**config.mk**
```make
export PLATFORM = sky130hd
export DESIGN_NAME = dmem_access_unit_flat
export DESIGN_NICKNAME = d
export VERILOG_FILES = /design/src/rtl/dmem_access_unit_if.sv /design/src/rtl/dmem_access_unit.sv /design/src/flat_wrapper.sv
export SDC_FILE = /design/constraint.sdc
export NUM_CORES = 1
export LEC_CHECK = 0
export BUFFER_PORTS_ARGS = -buffer_cell sky130_fd_sc_hd__buf_2
export CAP_MARGIN = 20
export CORE_MARGIN = 5
export CORE_UTILIZATION = 30
export DETAILED_ROUTE_END_ITERATION = 6
export SKIP_CTS_REPAIR_TIMING = 1
export SYNTH_ARGS = -nofsm -noshare
export SYNTH_HDL_FRONTEND = slang
export SYNTH_SLANG_ARGS = --single-unit
```
**constraint.sdc**
```tcl
create_clock -name clk_i -period 1.8 [get_ports clk_i]
set_input_delay 0.36 -clock clk_i [delete_from_list [all_inputs] [get_ports clk_i]]
set_output_delay 0.36 -clock clk_i [all_outputs]
set_load 0.1 [all_outputs]
```
**src/rtl/dmem_access_unit_if.sv**
```systemverilog
// Memory-side bus of the MEM-stage data-memory access unit: a req/ack
// handshake towards a variable-latency data memory.
interface dmem_access_unit_if #(
   parameter int DATA_W = 32
);
   logic              mem_req_o;
   logic              mem_we_o;
   logic [DATA_W-1:0] mem_addr_o;
   logic [DATA_W-1:0] mem_wdata_o;
   logic              mem_ack_i;
   logic [DATA_W-1:0] mem_rdata_i;

   // The access unit issues requests and the data memory answers them.
   modport master (
      output mem_req_o,
      output mem_we_o,
      output mem_addr_o,
      output mem_wdata_o,
      input  mem_ack_i,
      input  mem_rdata_i
   );

   modport slave (
      input  mem_req_o,
      input  mem_we_o,
      input  mem_addr_o,
      input  mem_wdata_o,
      output mem_ack_i,
      output mem_rdata_i
   );
endinterface

```
**src/rtl/dmem_access_unit.sv**
```systemverilog
// MEM-stage data-memory access unit. Turns the load/store held in EX/MEM
// into one req/ack transaction, stalls the whole pipeline while it is in
// flight, registers the loaded word for MEM/WB and aborts accesses that
// are never acknowledged (sticky err_o).
module dmem_access_unit #(
   parameter int DATA_W   = 32,
   parameter int MAX_WAIT = 255
) (
   input  logic              clk_i,
   input  logic              rst_i,
   input  logic              MemRead_i,
   input  logic              MemWrite_i,
   input  logic [DATA_W-1:0] addr_i,
   input  logic [DATA_W-1:0] wdata_i,
   output logic [DATA_W-1:0] rdata_o,
   output logic              stall_o,
   output logic              err_o,
   dmem_access_unit_if.master mem
);

   typedef enum logic [1:0] {
      IDLE = 2'd0,
      WAIT = 2'd1,
      DONE = 2'd2
   } state_t;

   // Byte-offset bits are dropped: only word accesses exist.
   localparam logic [DATA_W-1:0] WORD_MASK = ~DATA_W'(3);
   localparam logic [7:0]        MAX_CNT   = 8'(MAX_WAIT);

   state_t     state_q;
   state_t     state_d;
   logic [7:0] wait_cnt_q;
   logic       start;
   logic       ack_hit;
   logic       timeout;

   // State register.
   always_ff @(posedge clk_i) begin
      if (rst_i) begin
         state_q <= IDLE;
      end else begin
         state_q <= state_d;
      end
   end

   // Next state, stall and datapath enables. Ack is looked at only in WAIT,
   // where mem_req_o is always high, and beats a same-cycle timeout.
   always_comb begin
      state_d = state_q;
      stall_o = 1'b0;
      start   = 1'b0;
      ack_hit = 1'b0;
      timeout = 1'b0;
      case (state_q)
         IDLE: begin
            if (MemRead_i || MemWrite_i) begin
               stall_o = 1'b1;
               start   = 1'b1;
               state_d = WAIT;
            end
         end
         WAIT: begin
            stall_o = 1'b1;
            if (mem.mem_ack_i) begin
               ack_hit = 1'b1;
               state_d = DONE;
            end else if (wait_cnt_q == MAX_CNT) begin
               timeout = 1'b1;
               state_d = DONE;
            end
         end
         // EX/MEM still shows the finished instruction here; ignore it.
         DONE:    state_d = IDLE;
         default: state_d = IDLE;
      endcase
   end

   // Request latch, wait counter, load data and sticky error.
   always_ff @(posedge clk_i) begin
      if (rst_i) begin
         mem.mem_req_o   <= 1'b0;
         mem.mem_we_o    <= 1'b0;
         mem.mem_addr_o  <= '0;
         mem.mem_wdata_o <= '0;
         wait_cnt_q      <= '0;
         rdata_o         <= '0;
         err_o           <= 1'b0;
      end else begin
         if (start) begin
            mem.mem_req_o   <= 1'b1;
            mem.mem_we_o    <= MemWrite_i;
            mem.mem_addr_o  <= addr_i & WORD_MASK;
            mem.mem_wdata_o <= wdata_i;
            wait_cnt_q      <= '0;
         end else if (ack_hit) begin
            mem.mem_req_o <= 1'b0;
            if (!mem.mem_we_o) begin
               rdata_o <= mem.mem_rdata_i;
            end
         end else if (timeout) begin
            mem.mem_req_o <= 1'b0;
            err_o         <= 1'b1;
            if (!mem.mem_we_o) begin
               rdata_o <= '0;
            end
         end else if (state_q == WAIT) begin
            wait_cnt_q <= wait_cnt_q + 8'd1;
         end
      end
   end

endmodule

```
**src/flat_wrapper.sv**
```systemverilog
// flat-port wrapper written by rule: the top's interface ports become plain ports
module dmem_access_unit_flat 
#(
   parameter int DATA_W   = 32,
   parameter int MAX_WAIT = 255
)
  (clk_i, rst_i, MemRead_i, MemWrite_i, addr_i, wdata_i, rdata_o, stall_o, err_o, mem_mem_req_o, mem_mem_we_o, mem_mem_addr_o, mem_mem_wdata_o, mem_mem_ack_i, mem_mem_rdata_i);
  dmem_access_unit_if #(.DATA_W(DATA_W)) mem_i ();
  input  logic clk_i;
  input  logic rst_i;
  input  logic MemRead_i;
  input  logic MemWrite_i;
  input  logic [DATA_W-1:0] addr_i;
  input  logic [DATA_W-1:0] wdata_i;
  output logic [DATA_W-1:0] rdata_o;
  output logic stall_o;
  output logic err_o;
  output wire logic [$bits(mem_i.mem_req_o)-1:0] mem_mem_req_o;
  output wire logic [$bits(mem_i.mem_we_o)-1:0] mem_mem_we_o;
  output wire logic [$bits(mem_i.mem_addr_o)-1:0] mem_mem_addr_o;
  output wire logic [$bits(mem_i.mem_wdata_o)-1:0] mem_mem_wdata_o;
  input wire logic [$bits(mem_i.mem_ack_i)-1:0] mem_mem_ack_i;
  input wire logic [$bits(mem_i.mem_rdata_i)-1:0] mem_mem_rdata_i;
  assign mem_mem_req_o = mem_i.mem_req_o;
  assign mem_mem_we_o = mem_i.mem_we_o;
  assign mem_mem_addr_o = mem_i.mem_addr_o;
  assign mem_mem_wdata_o = mem_i.mem_wdata_o;
  assign mem_i.mem_ack_i = mem_mem_ack_i;
  assign mem_i.mem_rdata_i = mem_mem_rdata_i;
  dmem_access_unit #(.DATA_W(DATA_W), .MAX_WAIT(MAX_WAIT)) u_core (.clk_i(clk_i), .rst_i(rst_i), .MemRead_i(MemRead_i), .MemWrite_i(MemWrite_i), .addr_i(addr_i), .wdata_i(wdata_i), .rdata_o(rdata_o), .stall_o(stall_o), .err_o(err_o), .mem(mem_i));
endmodule
```
==> impl_results.md <==
* Port Buffers at 196
* WP data arrival at 1.37 ns
* Sequential cell area fraction in the yosys report at 45.3%
* Synthesized netlist cell count at 516
* Number of iterations in the first detailed-routing pass at 5
* Clock Tree Buf Depth at 2
* Number of top-level pins at 201
* Peak VDD IR at 492 uV
* Synth area leaders: sky130_fd_sc_hd__dfxtp_1, sky130_fd_sc_hd__a21oi_1, sky130_fd_sc_hd__a221o_1
* Clock Tree Root: sky130_fd_sc_hd__clkbuf_16
* Die height at 136 um
* Count of endpoints failing setup in the final report at 0
* Width of the die at 136 um
* Number of vias after detailed routing at 4,747
* Crit Path Class: reg2out
* Via/cell ratio at 5.29
* Nets at 778
* Standard-cell rows at 46
* Count of placed standard cells including taps at 881
* Nature of the critical path endpoint: output pin
* Worst clock skew at 0.00686 ns
* Remaining max-slew budget at the tightest pin at 57.2%
* Proportion of synthesized flip-flops having asynchronous set or reset at 0%
* EDFF count, synth at 0
* Actual slew at the worst max-slew pin at 0.643 ns
* Cell types with the highest counts after synthesis: sky130_fd_sc_hd__dfxtp_1, sky130_fd_sc_hd__a21oi_1, sky130_fd_sc_hd__nand3_1, sky130_fd_sc_hd__o21ai_0, sky130_fd_sc_hd__clkbuf_1
* Overall fraction of global-route tracks in use at 15.4%
* Number of nets with antenna violations after routing at 0
* Synth area leader: sky130_fd_sc_hd__dfxtp_1
* Clock sinks at 107
* Share of the synthesized area in the top cell type at 45.3%
* Worst Setup Start Kind: flop
* Count of endpoints failing hold in the final timing report at 0
* Total clock buffers created by CTS at 9
* DRC errors left at 0
* Power density of the placed cells at 1150 nW/um^2
* Maximum number of pins on one net before global-route repair at 63
* Unrepaired setup endpoints after global routing: false
* Endpoint required time on the critical path at 1.44 ns
* Core Footprint at 15,700 um^2
* Library cell with the highest instance count after synthesis: sky130_fd_sc_hd__dfxtp_1
* Summed instance area of the synthesized netlist at 4730 um^2
* Share of the clock period used by the worst path after layout at 96.1%
* Library cells used by synthesis at 43
* Share of final-layout standard cells stronger than drive strength 1 at 35.8%
* Number of global-route vias before repair at 4,629
* Antenna diode count at 0
* Antenna violations before repair at 0
* Drt initial violations at 316
* Detail-routed net length per standard cell at 16.5 um
* Final instance count without filler cells at 897
* LEAKAGE at 2.98 nW
* CTS tree: built
* Number of warning messages in the yosys log at 0
* Area added between synthesis and finish at 31.8%
* Worst slack on hold paths at 0.228 ns
* Worst hold-check path type: in2reg
* First-pass GRT wire length at 23,100 um
* Final slew viol count at 0
* Syn avg cell area at 9.17 um^2
* Top FF cell, synth: sky130_fd_sc_hd__dfxtp_1
* Clock slew at the register clock pins of the worst setup and hold paths at 0.08 ns
* Remaining global-route overflow at 0
* Flop2flop setup slack at 0.13 ns
* Outcome: finished clean
* Clock insertion delay at the later pin of the skew report at 0.35 ns
* Initial standard-cell utilization of the core at 30.2%
* Area of the die at 18,400 um^2
* HPWL after detailed placement at 9880 um
* Maximum Capacitance Violations at 0
* Number of register bits inferred by synthesis at 107
* Crit-path max FO at 33
* Gpl congestion at 0.776
* Wirelength, routed at 14,800 um
* Final period demand of the worst path at 1.73 ns
* Number of levels in the clock H-tree at 3
* Maximum clock rate at 0.578 GHz
[power by group]
part           leakage [nW]  internal (W)  total (W)  switching (W)
clock                 0.153       0.00111    0.00209       0.000980
sequential            0.878       0.00256    0.00267       0.000108
combinational          1.95      0.000479    0.00243        0.00195
total                  2.98       0.00415    0.00718        0.00304
[metrics by stage]
step | total power [W] | setup TNS, ns | utilization [%] | setup slack, ns | instance area, um^2
after floorplan | 0.00464 | -0.0574 | - | -0.0574 | 4750
after global placement | 0.00510 | 0 | 37.8 | 0.0210 | 5920
after detailed placement | 0.00515 | -1.00 | 37.8 | -0.0498 | 5920
after CTS | 0.00725 | -1.71 | 39.8 | -0.0731 | 6230
after global routing | 0.00746 | 0 | 39.8 | 0.0127 | 6240
final | 0.00718 | 0 | 39.8 | 0.0694 | 6240
[flip-flops by register name, summed over array words and instances, names as in the netlist]
| register | count |
|---|---|
| u_core.rdata_o | 32 |
| u_core.state_q | 2 |
| u_core.mem.mem_req_o | 1 |
| u_core.mem.mem_wdata_o | 32 |
| u_core.wait_cnt_q | 8 |
| u_core.mem.mem_we_o | 1 |
| u_core.mem.mem_addr_o | 30 |
| u_core.err_o | 1 |
[metal layers]
| metal | up-vias | GRT usage, % | share of wire (%) |
|---|---|---|---|
| li1 | 2259 | - | - |
| met5 | - | 0 | 0 |
| met4 | 0 | 5.43 | 1.4 |
| met1 | 2277 | 20.3 | 44 |
| met3 | 17 | 5.83 | 11 |
| met2 | 194 | 23.1 | 44 |
[path summary, 6_finish.rpt]
path	cells after the start	endpoint	startpoint
min reg2reg	2	u_core.mem.mem_wdata_o[10]$_SDFFE_PP0P_	u_core.mem.mem_wdata_o[10]$_SDFFE_PP0P_
max reg2reg	4	u_core.rdata_o[4]$_SDFFE_PP0P_	u_core.state_q[0]$_SDFFE_PP0P_
min	2	u_core.rdata_o[19]$_SDFFE_PP0P_	mem_mem_rdata_i[19]
max	2	mem_mem_we_o	u_core.mem.mem_we_o$_SDFFE_PP0P_
[cell usage in the layout (no fill, tap or decap), types with 4 or more instances in the layout]
master                      synthesis  routed
sky130_fd_sc_hd__a221o_1           32      32
sky130_fd_sc_hd__o211ai_1           5       5
sky130_fd_sc_hd__a21oi_1           65      65
sky130_fd_sc_hd__o211a_1           32      32
sky130_fd_sc_hd__dfxtp_1          107     106
sky130_fd_sc_hd__mux2i_1            4       4
sky130_fd_sc_hd__buf_12             0       7
sky130_fd_sc_hd__clkbuf_16          0       9
sky130_fd_sc_hd__buf_4              3      14
sky130_fd_sc_hd__nor3b_1           32      32
sky130_fd_sc_hd__buf_2             10     193
sky130_fd_sc_hd__o21ai_0           63      63
sky130_fd_sc_hd__nand3_1           63      63
[final cells by class]
class	count	area [um^2]
fillers	1574	9420
multi-input cells	341	2290
flip-flops and latches	107	2140
repair buffers	214	1210
well taps	216	270
clock buffers	9	225
clock inverters	7	85.1
inverters	3	11.3
[logic make-up after synthesis]
group | Yosys count | share of synthesized area (%)
AO/OA/AOI/OAI | 213 | 30.9
flip-flops | 107 | 45.3
buffers and inverters | 69 | 7.11
other | 1 | 0.0792
multiplexers | 4 | 0.846
adder cells (fa/ha/maj) | 1 | 0.264
AND/OR/NAND/NOR | 121 | 15.6
[critical path, stage by stage (launching register included)]
cell and delay [ns]:
sky130_fd_sc_hd__dfxtp_2 0.39, sky130_fd_sc_hd__buf_4 0.39, sky130_fd_sc_hd__buf_12 0.23
Power figures use the tool's default switching activity.
